--- src/rtl/time_set_ctrl.sv ---
// Time-of-day keeper with a three-state set-mode controller.
// RUN counts hh:mm:ss on the 1 Hz tick; SET_HOUR and SET_MIN freeze the time
// and let btn_inc edit one field. All outputs come straight from registers.
module time_set_ctrl #(
  parameter int HOURS_MOD = 24
) (
  input  logic       clk_in,
  input  logic       rst,
  input  logic       tick_1hz_en,
  input  logic       btn_mode,
  input  logic       btn_inc,
  output logic [4:0] hour,
  output logic [5:0] minute,
  output logic [5:0] second,
  output logic [1:0] mode,
  output logic       blink,
  output logic       day_wrap
);

  typedef enum logic [1:0] {
    RUN      = 2'b00,
    SET_HOUR = 2'b01,
    SET_MIN  = 2'b10
  } state_t;

  localparam logic [4:0] HOUR_MAX = 5'(HOURS_MOD - 1);
  localparam logic [5:0] SIXTY_MAX = 6'd59;

  state_t     r_state;
  state_t     w_stateNext;
  logic [4:0] r_hour;
  logic [4:0] w_hourNext;
  logic [5:0] r_minute;
  logic [5:0] w_minuteNext;
  logic [5:0] r_second;
  logic [5:0] w_secondNext;
  logic       r_blink;
  logic       w_blinkNext;
  logic       r_dayWrap;
  logic       w_dayWrapNext;

  logic       w_secAtMax;
  logic       w_minAtMax;
  logic       w_hourAtMax;

  assign w_secAtMax  = (r_second == SIXTY_MAX);
  assign w_minAtMax  = (r_minute == SIXTY_MAX);
  assign w_hourAtMax = (r_hour >= HOUR_MAX);

  // State register: reset forces RUN regardless of any pending edit.
  always_ff @(posedge clk_in) begin
    if (rst) begin
      r_state <= RUN;
    end else begin
      r_state <= w_stateNext;
    end
  end

  // Next state and next time/blink/wrap values; the whole carry chain resolves here in one cycle.
  always_comb begin
    w_stateNext   = r_state;
    w_hourNext    = r_hour;
    w_minuteNext  = r_minute;
    w_secondNext  = r_second;
    w_blinkNext   = r_blink;
    w_dayWrapNext = 1'b0;

    case (r_state)
      RUN: begin
        w_blinkNext = 1'b0;
        // A tick arriving with btn_mode is still counted before leaving RUN.
        if (tick_1hz_en) begin
          if (w_secAtMax) begin
            w_secondNext = 6'd0;
            if (w_minAtMax) begin
              w_minuteNext = 6'd0;
              if (w_hourAtMax) begin
                w_hourNext    = 5'd0;
                w_dayWrapNext = 1'b1;
              end else begin
                w_hourNext = r_hour + 5'd1;
              end
            end else begin
              w_minuteNext = r_minute + 6'd1;
            end
          end else begin
            w_secondNext = r_second + 6'd1;
          end
        end
        if (btn_mode) begin
          w_stateNext = SET_HOUR;
        end
      end

      SET_HOUR: begin
        // btn_mode wins over btn_inc and over the blink toggle.
        if (btn_mode) begin
          w_stateNext = SET_MIN;
          w_blinkNext = 1'b0;
        end else begin
          if (btn_inc) begin
            w_hourNext = w_hourAtMax ? 5'd0 : r_hour + 5'd1;
          end
          if (tick_1hz_en) begin
            w_blinkNext = ~r_blink;
          end
        end
      end

      SET_MIN: begin
        // Leaving the editor restarts the seconds; a coincident tick is dropped.
        if (btn_mode) begin
          w_stateNext  = RUN;
          w_blinkNext  = 1'b0;
          w_secondNext = 6'd0;
        end else begin
          if (btn_inc) begin
            w_minuteNext = w_minAtMax ? 6'd0 : r_minute + 6'd1;
          end
          if (tick_1hz_en) begin
            w_blinkNext = ~r_blink;
          end
        end
      end

      default: begin
        w_stateNext = RUN;
        w_blinkNext = 1'b0;
      end
    endcase
  end

  // Time, blink and day-wrap registers.
  always_ff @(posedge clk_in) begin
    if (rst) begin
      r_hour    <= 5'd0;
      r_minute  <= 6'd0;
      r_second  <= 6'd0;
      r_blink   <= 1'b0;
      r_dayWrap <= 1'b0;
    end else begin
      r_hour    <= w_hourNext;
      r_minute  <= w_minuteNext;
      r_second  <= w_secondNext;
      r_blink   <= w_blinkNext;
      r_dayWrap <= w_dayWrapNext;
    end
  end

  assign hour     = r_hour;
  assign minute   = r_minute;
  assign second   = r_second;
  assign mode     = r_state;
  assign blink    = r_blink;
  assign day_wrap = r_dayWrap;

endmodule

--- config.mk ---
export PLATFORM = sky130hd
export DESIGN_NAME = time_set_ctrl
export DESIGN_NICKNAME = d
export VERILOG_FILES = /design/src/rtl/time_set_ctrl.sv
export SDC_FILE = /design/constraint.sdc
export NUM_CORES = 1
export LEC_CHECK = 0
export ABC_AREA = 1
export CORE_MARGIN = 3
export CORE_UTILIZATION = 37
export CTS_CLUSTER_SIZE = 40
export DETAILED_ROUTE_END_ITERATION = 12
export GPL_TIMING_DRIVEN = 0
export SYNTH_ARGS = -nofsm -noshare
export SYNTH_HDL_FRONTEND = slang
export SYNTH_SLANG_ARGS = --single-unit
--- constraint.sdc ---
create_clock -name clk_in -period 1.7 [get_ports clk_in]
set_clock_uncertainty 0.15 [all_clocks]
set_input_delay 0.51 -clock clk_in [delete_from_list [all_inputs] [get_ports clk_in]]
set_output_delay 0.51 -clock clk_in [all_outputs]
set_load 0.02 [all_outputs]
### After elaboration in Yosys (flattened, before gate mapping)

Index checks and enable logic that the tools add are counted.
W data, S select, Z words.

| storage, ports and cells | value |
|---|---|
| flip-flop bits (word level) | 21 |
| logic and storage cells | 62 |
| output and inout bits | 21 |

| cells by class | value |
|---|---|
| muxes and demuxes | 22 |
| add/sub/neg operators | 3 |
| reductions and logical operators | 10 |
| bitwise logic cells | 6 |
| $lt $le $gt $ge | 1 |
| equal/unequal tests | 14 |

Operators by type and width:

| kind | number |
|---|---|
| $mux W6 | 8 |
| $mux W5 | 6 |
| $pmux W6 S2 | 2 |
| $ne A2 B2 Y1 const B | 10 |
| $add A6 B1 Y6 const B | 2 |
| $eq A6 B6 Y1 const B | 2 |
| $pmux W5 S2 | 1 |
| $mux W2 | 3 |
| $not A1 Y1 | 6 |
| $pmux W2 S3 | 1 |
| $reduce_and A3 Y1 | 2 |
| $reduce_and A6 Y1 | 1 |
| $add A5 B1 Y5 const B | 1 |
| $ge A5 B5 Y1 const B | 1 |
| $reduce_and A5 Y1 | 1 |
| $reduce_or A5 Y1 | 1 |
| $reduce_bool A2 Y1 | 2 |
| $reduce_or A3 Y1 | 1 |
| $eq A2 B1 Y1 const B | 1 |
| $eq A2 B2 Y1 const B | 1 |
| $logic_not A2 Y1 | 1 |
| $reduce_or A2 Y1 | 1 |
| $mux W1 | 1 |

### Depth between registers and ports, before layout

| depth | value |
|---|---|
| word-level depth | 6 |
| gate-level depth with buffers | 11 |
| depth with buffers taken out | 11 |

### Worst setup path after synthesis

No wires, ideal clock.

| timing | value |
|---|---|
| kind | flip-flop to flip-flop |
| from | register r_state[0] (netlist: mode[0]) |
| to | register r_hour[0] (netlist: hour[0]) |
| clock period less this slack | 1795 ps |
| buffers on the path | 0 |
| slack | -95 ps |
| arrival | 1531 ps |
| stages on the path, launching flop included | 9 |
| required time | 1436 ps |
| path through | dfxtp_1 inv_1 ha_1 inv_1 nand2_1 a21oi_2 nand2_4 a21oi_1 nor2_1 |

| on the way | value |
|---|---|
| word-level cells in the longest chain between the ends | 3 |

Ends and longest elaborated chain:

| item | line | source |
|---|---|---|
| start, declared | 29 | `state_t r_state;` |
| start signal, assigned | 55 | `r_state <= w_stateNext;` |
| $eq A2 B1 Y1 / $logic_not A2 Y1 (equally long branches) | 68 | `case (r_state)` |
| $ne A2 B2 Y1 (no line) / $reduce_bool A2 Y1 (equally long branches) | n/a |  |
| $reduce_and A6 Y1 (no line) | n/a |  |
| end signal, assigned | 142 | `r_hour <= w_hourNext;` |
| end, declared | 31 | `logic [4:0] r_hour;` |

Several ways; a longest one is shown, not always the timed one.
A chain may end at the register's enable or synchronous reset.

### Worst setup path after layout

| timing | value |
|---|---|
| from | register r_second[3] (netlist: second[3]) |
| to | output second[3] |

RTL lines:

| item | line | source |
|---|---|---|
| start, declared | 35 | `logic [5:0] r_second;` |
| start signal, assigned | 144 | `r_second <= w_secondNext;` |
| end, declared | 14 | `output logic [5:0] second,` |

No word-level cell between the ends.

==> out/summary.txt <==
Synth Cell Area: 1240 µm²
Pwr Density: 822 nW/µm²
actual slew at the worst max-slew pin: 0.577 ns
GRT Total Usage: 14.3%
WL/cell: 11.2 µm
vias in the first global route: 1125
fraction of registers with async set/reset: 0%
Worst Path Arrival: 1.00 ns
CP Cell Sequence: clkdlybuf4s15_2
post-layout util: 56.6%
max-cap violations: 0
Core Region: 3130 µm²
largest net degree at the start of global routing: 13
Final Setup Violations: 0
DIE WIDTH: 64.0 µm
HPWL Detailed: 2.14 mm
ANT cells: 0
CP max FO: 5
CTS Buf Count: 3
Worst-path clk slew: 0.12 ns
Pre-antenna DRT Iters: 4
Top Metal Used: met4
# fillers: 319
Critical Path RT: 1.04 ns
Startpoint Class: register
global placement routability congestion: 0.775
GR Overflow Total: 0
Slew headroom: 61.6%
Hold WS: 0.357 ns
final worst slack: 0.0364 ns
Die Y: 64.0 µm
register area share after synthesis: 33.8%
Post-synth EDFFs: 0
Synth top cells by count: 49 x nand2_1, 28 x inv_1, 21 x dfxtp_1, 17 x nor2_1, 16 x a21oi_1
Hold Crit Class: reg2reg
Rows: 20
initial drt markers: 50
DP Worst Slack: -0.349 ns
placed inst area: 1550 µm²
Yosys top cell area share: 33.8%
Setup crit end kind: output pin
starting density of the core: 39.8%
area grow syn2layout: 42.4%
# DRC: 0
Hold Vio Cnt, Final: 0
final instance area: 1770 µm²
area of the die: 4090 µm²
Crit path max-delay family: flip-flops
Multi-input gate area: 823 µm²
CTS Root Cell: clkbuf_4
met2 wire len: 1.47 mm
number of buffer cells added on primary ports: 25
area leader, netlist: dfxtp_1
share of cells above drive strength 1: 35.2%
Pleak: 0.745 nW
FF+latch area: 447 µm²
Mean Syn Cell Area: 6.76 µm²
Routed WL: 2.94 mm
status: finished, final reports clean
Yosys reg bits: 21
Cells after DPL: 253
fin crit share: 97.9%
post-synthesis cell type count: 24
yosys warns: 0
CP max-delay cell: dfxtp_1
via count: 1255
max incr delay on CP: 0.42 ns
DR WL met3: 111 µm
clk sink count: 21
Final Non-Filler Cells: 263
Clock Path Buffers: 2
Nets: 233
Metal-1 WL: 1.34 mm
VDD IR max: 679 µV
antenna violations before repair: 0
top post-synthesis cells by area: dfxtp_1 34%, nand2_1 15%, inv_1 8.5%, ha_1 8.0%, a21oi_1 6.4%
total power: 1.46 mW
vias per inst: 4.77
clock latency on the worst-skew pair: 0.31 ns
setup TNS: 0 ns
first-pass GRT wire length: 4.89 mm
fmax: 0.601 GHz
predominant post-synthesis flop cell: dfxtp_1
syn nets: 197
Ports: 26
H-tree levels: 1
final worst path period need: 1.66 ns
final max-slew violation count: 0
cell count after synthesis: 184
reg2reg setup slack: 0.10 ns
remaining antenna violation count: 0
WP buf/inv: 1
cell with the most instances after synthesis: nand2_1
TritonCTS clock tree: done
Setup CP Type: reg2out
# hold bufs at CTS: 0
-- cell type report --
cell class	instances	area share, %
multi-input combinational	133	46.5
sequential	21	25.2
timing repair buffer	31	16.9
inverter	28	6.08
tap	44	3.11
clock buffer	3	1.27
buffer	2	0.636
clock inverter	1	0.283
-- cell usage in the layout, fill, tap and decap left out, drive strengths merged --
master / instances
xor2: 3
nor2: 18
o21ai: 6
nand3: 15
nor4: 1
clkinv: 1
a21oi: 18
dfxtp: 21
clkdlybuf4s15: 16
nand2: 55
dlymetal6s2s: 2
or2: 1
clkbuf: 8
ha: 8
buf: 7
nand3b: 1
xnor2: 3
clkdlybuf4s50: 2
dlygate4sd2: 1
nand4: 1
inv: 28
a22oi: 1
o21bai: 1
a31oi: 1
-- flip-flops by register name, indices dropped and copies added (netlist names) --
name      count
day_wrap      1
second        6
blink         1
minute        6
mode          2
hour          5
-- logic make-up after synthesis --
logic type	count (synthesis)	share of synthesized area, %
simple gates	92	32.0
buf+inv	30	9.36
fa+ha+maj	8	8.05
flops	21	33.8
compound gates	27	12.6
xor+xnor	6	4.23
-- where the power goes --
group          switching [mW]  internal [mW]
registers              0.0529          0.547
clock network           0.159         0.0878
logic                   0.357          0.252
-- routing by layer --
metal	vias to the layer above	GRT usage, %
li1	649	-
met1	581	17.7
met2	23	25.0
met3	2	3.69
met4	0	2.70
met5	-	0
-- final timing paths --
check / from / to / cells after the start
max: second[3] / second[3] / 1
min: minute[4] / minute[4] / 2
max reg2reg: mode[0] / minute[3] / 9
min reg2reg: minute[4] / minute[4] / 2
-- timing repair --
action,in CTS,in global routing
resized for setup,67,41
setup buffers,0,6
pin swaps,0,7
endpoints found under the setup margin,36,29
Note: power is estimated with default switching activity, not from simulation.
